<file path="src/rtl/mem_access_stage_pkg.sv">
// Shared CPU definitions for the MEM stage: FSM state encodings and the poison value for abandoned loads.
// Pure declarations, no logic, no latency or flow control of its own.
package mem_access_stage_pkg;

  typedef enum logic [1:0] {
    IDLE = 2'd0,
    WAIT = 2'd1,
    DONE = 2'd2
  } state_e;

  localparam logic [31:0] BAD_DATA = 32'hDEAD_BEEF;

endpackage

</file>
<file path="src/rtl/mem_timeout_ctr.sv">
// Bus-wait watchdog: counts enabled cycles; expire_o flags the cycle in which the count reaches TIMEOUT.
// expire_o is combinational from the count; clr_i has priority over en_i; never stalls anything itself.
module mem_timeout_ctr #(
  parameter int TIMEOUT = 255
) (
  input  logic clk,
  input  logic rst,
  input  logic clr_i,
  input  logic en_i,
  output logic expire_o
);

  localparam logic [7:0] LAST = 8'(TIMEOUT - 1);

  logic [7:0] count_q;
  logic [7:0] count_d;

  always_comb begin
    count_d = count_q;
    if (clr_i) begin
      count_d = 8'd0;
    end else if (en_i) begin
      count_d = count_q + 8'd1;
    end
  end

  always_ff @(posedge clk) begin
    if (rst) begin
      count_q <= 8'd0;
    end else begin
      count_q <= count_d;
    end
  end

  // The increment happening this cycle is the one that reaches TIMEOUT.
  assign expire_o = en_i && (count_q == LAST);

endmodule

</file>
<file path="src/rtl/mem_access_stage.sv">
// MEM stage: non-memory ops pass through in zero cycles; loads/stores take >=3 cycles over a req/ack bus.
// Backpressure: stall holds the front of the pipe for the whole access; the stage emits bubbles meanwhile.
module mem_access_stage
  import mem_access_stage_pkg::*;
#(
  parameter int DATA_W  = 32,
  parameter int REG_W   = 5,
  parameter int TIMEOUT = 255
) (
  input  logic              clk,
  input  logic              rst,
  input  logic              mem_read_in,
  input  logic              mem_write_in,
  input  logic              reg_write_in,
  input  logic              mem_to_reg_in,
  input  logic [REG_W-1:0]  dest_reg_in,
  input  logic [DATA_W-1:0] alu_result_in,
  input  logic [DATA_W-1:0] store_data_in,
  output logic              bus_req,
  output logic              bus_we,
  output logic [DATA_W-1:0] bus_addr,
  output logic [DATA_W-1:0] bus_wdata,
  input  logic              bus_ack,
  input  logic [DATA_W-1:0] bus_rdata,
  output logic              stall,
  output logic              reg_write_out,
  output logic              mem_to_reg_out,
  output logic [REG_W-1:0]  dest_reg_out,
  output logic [DATA_W-1:0] alu_result_out,
  output logic [DATA_W-1:0] mem_read_data_out,
  output logic              mem_err
);

  state_e            state_q;
  logic              bus_req_q;
  logic              bus_we_q;
  logic [DATA_W-1:0] bus_addr_q;
  logic [DATA_W-1:0] bus_wdata_q;
  logic [DATA_W-1:0] rdata_q;
  logic              fault_q;
  logic              mem_err_q;

  logic mem_op;
  logic misal;
  logic expire;

  assign mem_op = mem_read_in | mem_write_in;
  assign misal  = mem_op & (alu_result_in[1:0] != 2'b00);

  mem_timeout_ctr #(
    .TIMEOUT (TIMEOUT)
  ) u_timeout (
    .clk      (clk),
    .rst      (rst),
    .clr_i    (state_q != WAIT),
    .en_i     (state_q == WAIT),
    .expire_o (expire)
  );

  always_ff @(posedge clk) begin
    if (rst) begin
      state_q     <= IDLE;
      bus_req_q   <= 1'b0;
      bus_we_q    <= 1'b0;
      bus_addr_q  <= '0;
      bus_wdata_q <= '0;
      rdata_q     <= '0;
      fault_q     <= 1'b0;
      mem_err_q   <= 1'b0;
    end else begin
      mem_err_q <= 1'b0;
      case (state_q)
        IDLE: begin
          if (misal) begin
            state_q   <= DONE;
            fault_q   <= 1'b1;
            mem_err_q <= 1'b1;
          end else if (mem_op) begin
            state_q     <= WAIT;
            bus_req_q   <= 1'b1;
            bus_we_q    <= mem_write_in;
            bus_addr_q  <= alu_result_in;
            bus_wdata_q <= store_data_in;
          end
        end
        WAIT: begin
          // Ack beats a simultaneous timeout; stores never touch rdata_q, even when abandoned.
          if (bus_ack) begin
            if (!bus_we_q) rdata_q <= bus_rdata;
            bus_req_q <= 1'b0;
            state_q   <= DONE;
          end else if (expire) begin
            if (!bus_we_q) rdata_q <= DATA_W'(BAD_DATA);
            bus_req_q <= 1'b0;
            mem_err_q <= 1'b1;
            fault_q   <= 1'b1;
            state_q   <= DONE;
          end
        end
        DONE: begin
          state_q <= IDLE;
          fault_q <= 1'b0;
        end
        default: state_q <= IDLE;
      endcase
    end
  end

  always_comb begin
    stall             = 1'b0;
    reg_write_out     = 1'b0;
    mem_to_reg_out    = 1'b0;
    dest_reg_out      = '0;
    alu_result_out    = '0;
    mem_read_data_out = '0;
    if ((state_q == IDLE && mem_op) || state_q == WAIT) begin
      stall = 1'b1;
    end else begin
      // EX/MEM is frozen during the access, so DONE still sees the original instruction.
      reg_write_out     = reg_write_in & ~((state_q == DONE) & fault_q);
      mem_to_reg_out    = mem_to_reg_in;
      dest_reg_out      = dest_reg_in;
      alu_result_out    = alu_result_in;
      mem_read_data_out = rdata_q;
    end
  end

  assign bus_req   = bus_req_q;
  assign bus_we    = bus_we_q;
  assign bus_addr  = bus_addr_q;
  assign bus_wdata = bus_wdata_q;
  assign mem_err   = mem_err_q;

endmodule

</file>
<file path="config.mk">
export PLATFORM = sky130hd
export DESIGN_NAME = mem_access_stage
export DESIGN_NICKNAME = d
export VERILOG_FILES = /design/src/rtl/mem_access_stage_pkg.sv /design/src/rtl/mem_timeout_ctr.sv /design/src/rtl/mem_access_stage.sv
export SDC_FILE = /design/constraint.sdc
export NUM_CORES = 1
export LEC_CHECK = 0
export CAP_MARGIN = 15
export CORE_UTILIZATION = 45
export DETAILED_ROUTE_END_ITERATION = 12
export GPL_TIMING_DRIVEN = 1
export PLACE_DENSITY_LB_ADDON = 0.15
export REMOVE_ABC_BUFFERS = 1
export SLEW_MARGIN = 25
export SYNTH_ARGS = -nofsm -noshare
export SYNTH_HDL_FRONTEND = slang
export SYNTH_HIERARCHICAL = 1
export SYNTH_SLANG_ARGS = --single-unit
</file>
<file path="constraint.sdc">
create_clock -name clk -period 3.35 [get_ports clk]
set_input_delay 0.5025 -clock clk [delete_from_list [all_inputs] [get_ports clk]]
set_output_delay 0.5025 -clock clk [all_outputs]
set_load 0.02 [all_outputs]
</file>
==> key figures <==
Placed design
  – Placed cell areas: 7790 um^2
  – Post-DP HPWL: approximately 10 mm
  – Placer Congestion: ~0.75
  – Port Buffers: around 250

Power
  – Gate power share: ~22%
  – Switching Share: between 20% and 30%
  – Power density normalized to cell area: 379 nW/um^2
  – Worst supply voltage drop on vdd: 0.000265 V
  – Sum of internal, switching and leakage power: 0.00306 W
  – Internal power of the cells: 0.00226 W
  – Proportion of power drawn by the clock network: between 30% and 40%
  – Share of total power in sequential cells: between 40 and 50%
  – Leakage power: between 2 and 3 nW
  – Reported net switching power: 0.000798 W

Layout
  – Number of nets in the layout: 903
  – Fraction of final layout cells sized beyond drive strength 1: 6.27%
  – Layout overhead on the synthesized area: 51.4%
  – Post-route design area: 8070 um^2
  – Number of antenna diodes: 0

CTS
  – Clock input transition at the sequential cells of the worst setup and hold paths: around 60 ps
  – Post-CTS Resized: 0
  – # clock sinks: 110
  – Clock root buffer master: clkbuf_16
  – Clock network latency to the later pin of the worst-skew pair: roughly 340 ps
  – H-tree depth: 3
  – Clock tree from TritonCTS: yes
  – TritonCTS Buffers: 9
  – Number of setup buffers added after CTS: 0
  – Hold buffer count at cts: 0
  – Buffer levels on the longest clock path: 2

Synth
  – Primary FF master, synth: dfxtp_1
  – Flip-flop and latch count after synthesis: 110
  – Post-synth ARST share: 0%
  – Post-synthesis sequential area ratio: about two fifths
  – Yosys warning total: 6
  – Number of synthesized flops with an enable pin: 0
  – Post-synthesis cell type count: 39
  – Mean cell area of the mapped netlist: 9.27 um^2
  – Netlist area before placement: approximately 5300 um^2
  – Gate count of the mapped netlist: roughly 580

Global route
  – Number of global-route vias before repair: ~4,700
  – GRT Total Usage: approximately a quarter
  – Final global-route overflow total: 0
  – First-pass GRT wire length: between 20 and 25 mm
  – Number of antenna violations at the first check in global routing: 0
  – Pin count of the biggest net entering global routing: 150

Critical path
  – Startpoint of the worst-slack reg-to-reg timing path: state_q[1]$_SDFFE_PP0P_
  – Critical path's most frequent cell: clkdlybuf4s50_1
  – Count of cells along the worst register-to-register path: 7
  – Worst path max stage delay: 650 ps
  – Cells traversed along the worst timing path: clkdlybuf4s50_1, nor3_1, nor2_4, buf_12, nor2b_1, clkdlybuf4s50_1
  – Worst path required time: approximately 2900 ps
  – Register-to-register setup slack: 990 ps
  – Endpoint class of the critical path: primary output
  – Crit-path leading delay family: buffers and inverters
  – Type of origin of the critical path: input port
  – Worst endpoint data arrival time: approximately 2600 ps
  – Capture point of the worst reg-to-reg path: state_q[1]$_SDFFE_PP0P_
  – Cell count along the critical path: 6
  – Critical path class: input port to primary output
  – Worst-path cell with the longest stage delay: clkdlybuf4s50_1
  – CP max FO: 53
  – Count of buffering cells on the critical path with inverters included: 3

Floorplan
  – Horizontal die dimension: about 110 um
  – Starting density of the core: between 40 and 50%
  – Row cnt: 39
  – Overall die area: about 12,000 um^2
  – Area of the core: 11,500 um^2
  – Chip height: 111 um
  – IO Pins: ~250

STA
  – Worst clock skew: a little under 8 ps
  – Worst hold slack across all endpoints: 469 ps
  – Maximum clock frequency: 323 MHz
  – Slew at the pin closest to its max-slew limit: ~800 ps
  – Final Setup Violations: 0
  – Hold Violations, Final: 0
  – Final min period: 3100 ps
  – Portion of the clock cycle consumed by the worst path in the final layout: between 90% and 100%
  – Unrepaired setup endpoints after global routing: no
  – Max-slew violation count: 0
  – Max-Slew Margin vs Limit: 46.6%

Hold path
  – Endpoint with the worst hold slack: bus_addr[2]$_SDFFE_PP0P_
  – Worst min-delay path class: flop to flop
  – Hold path start: bus_addr[2]$_SDFFE_PP0P_
  – Worst hold path stage count: 2

Routing
  – Number of DRC violations after detailed routing: 0
  – Initial drt markers: 207
  – Number of routed nets with antenna violations: 0
  – Vias per cell: around 5.0
  – Routed WL: between 10 and 15 mm
  – Initial DRT Pass Iterations: 4
  – Drt wl/cell: about 15 um
  – Detailed-route via count: 4,701

Run status
  – Result of the run: complete, no violations

Job
  – Max-Cap Viols: 0
-- state kept, by name, summed over array words and instances (netlist names) --
register / count
bus_we: 1
fault_q: 1
bus_wdata: 32
u_timeout/count_q: 8
bus_req: 1
bus_addr: 32
mem_err: 1
rdata_q: 32
state_q: 2
-- cells in the mapped netlist (2+ instances only) --
library cell    n  area (um^2)
nor2_1          8         30.0
buf_4           6         45.0
buf_2           9         45.0
buf_8           5         75.1
dfxtp_1       110         2200
clkbuf_1       26         97.6
nor3_1         29          145
o21ai_1         9         45.0
nand4_1         4         25.0
nand3_1         9         45.0
mux2i_1        63          631
nor3_2         20          200
inv_1           3         11.3
nor3b_1         2         15.0
a21oi_1        38          190
nand2_1         5         18.8
a211oi_1        2         15.0
o21ai_0         3         15.0
or3_1           4         25.0
nor2b_1        71          444
or2_2           2         12.5
nand2b_1      127          795
xor2_1          3         26.3
ha_1            2         25.0
-- worst max path at each step --
stage                                endpoint  slack, ps          from
floorplan           bus_addr[10]$_SDFFE_PP0P_       -570  mem_write_in
global placement        mem_read_data_out[23]        300  mem_write_in
detailed placement      mem_read_data_out[23]        290  mem_write_in
CTS                     mem_read_data_out[23]        260  mem_write_in
global route            mem_read_data_out[23]        160  mem_write_in
finish                  mem_read_data_out[23]        250  mem_write_in
-- layer usage --
layer / global-route usage, % / vias to the layer above / share of wire [%]
met5: 0 / - / 0
met4: 6.22 / 0 / 0.87
met3: 5.96 / 10 / 7.4
met2: 40.2 / 177 / 49
met1: 28.8 / 2176 / 43
li1: - / 2338 / -
-- cells by family after synthesis --
group,Yosys count,synth area share [%]
multiplexers,63,11.8
XOR/XNOR,4,0.658
AO/OA/AOI/OAI,56,5.68
flip-flops,110,41.3
AND/OR/NAND/NOR,288,34.5
buffers and inverters,52,5.50
adder cells (fa/ha/maj),2,0.470
-- tightest hold or removal path: stages (launching register included) --
cell and delay [ps]:
dfxtp_1 310, nand2b_1 60, mux2i_1 60
-- cells in the final DEF, fill, tap and decap left out, types with 5 or more instances in the layout --
cell,synthesis,final
clkdlybuf4s50_1,0,245
a21oi_1,38,38
o21ai_1,9,9
nand2b_1,127,127
nand3_1,9,9
nand2_1,5,5
nor2b_1,71,71
clkbuf_16,0,9
nor3_2,20,20
mux2i_1,63,63
nor2_1,8,8
buf_4,6,7
nor3_1,29,29
dfxtp_1,110,110
-- area by class of cell --
class | instances | area [um^2]
inverters | 4 | 15.0
clock buffers | 14 | 264
well taps | 143 | 179
fillers | 883 | 3400
flip-flops and latches | 110 | 2200
repair buffers | 255 | 2560
clock inverters | 1 | 5.00
multi-input cells | 413 | 2840
-- through the flow --
stage                     util (%)  setup WS (ps)  cells  TNS (ps)
after floorplan                  -           -565    527    -36420
after global placement        68.0            296    925         0
after detailed placement      68.0            294    925         0
after CTS                     70.3            258    940         0
after global routing          70.3            159    940         0
final                         70.3            253    940         0
-- power by group through the flow --
| stage | sequential [W] | clock [W] | combinational (W) |
|---|---|---|---|
| 2_1_floorplan | 0.00146 | 0 | 0.000264 |
| 3_3_place_gp | 0.00142 | 0 | 0.000666 |
| 3_5_place_dp | 0.00142 | 0 | 0.000679 |
| 4_1_cts | 0.00139 | 0.00102 | 0.000682 |
| 5_1_grt | 0.00140 | 0.00107 | 0.000719 |
| 6_report | 0.00139 | 0.000988 | 0.000676 |
(Power assumes the default switching activity.)
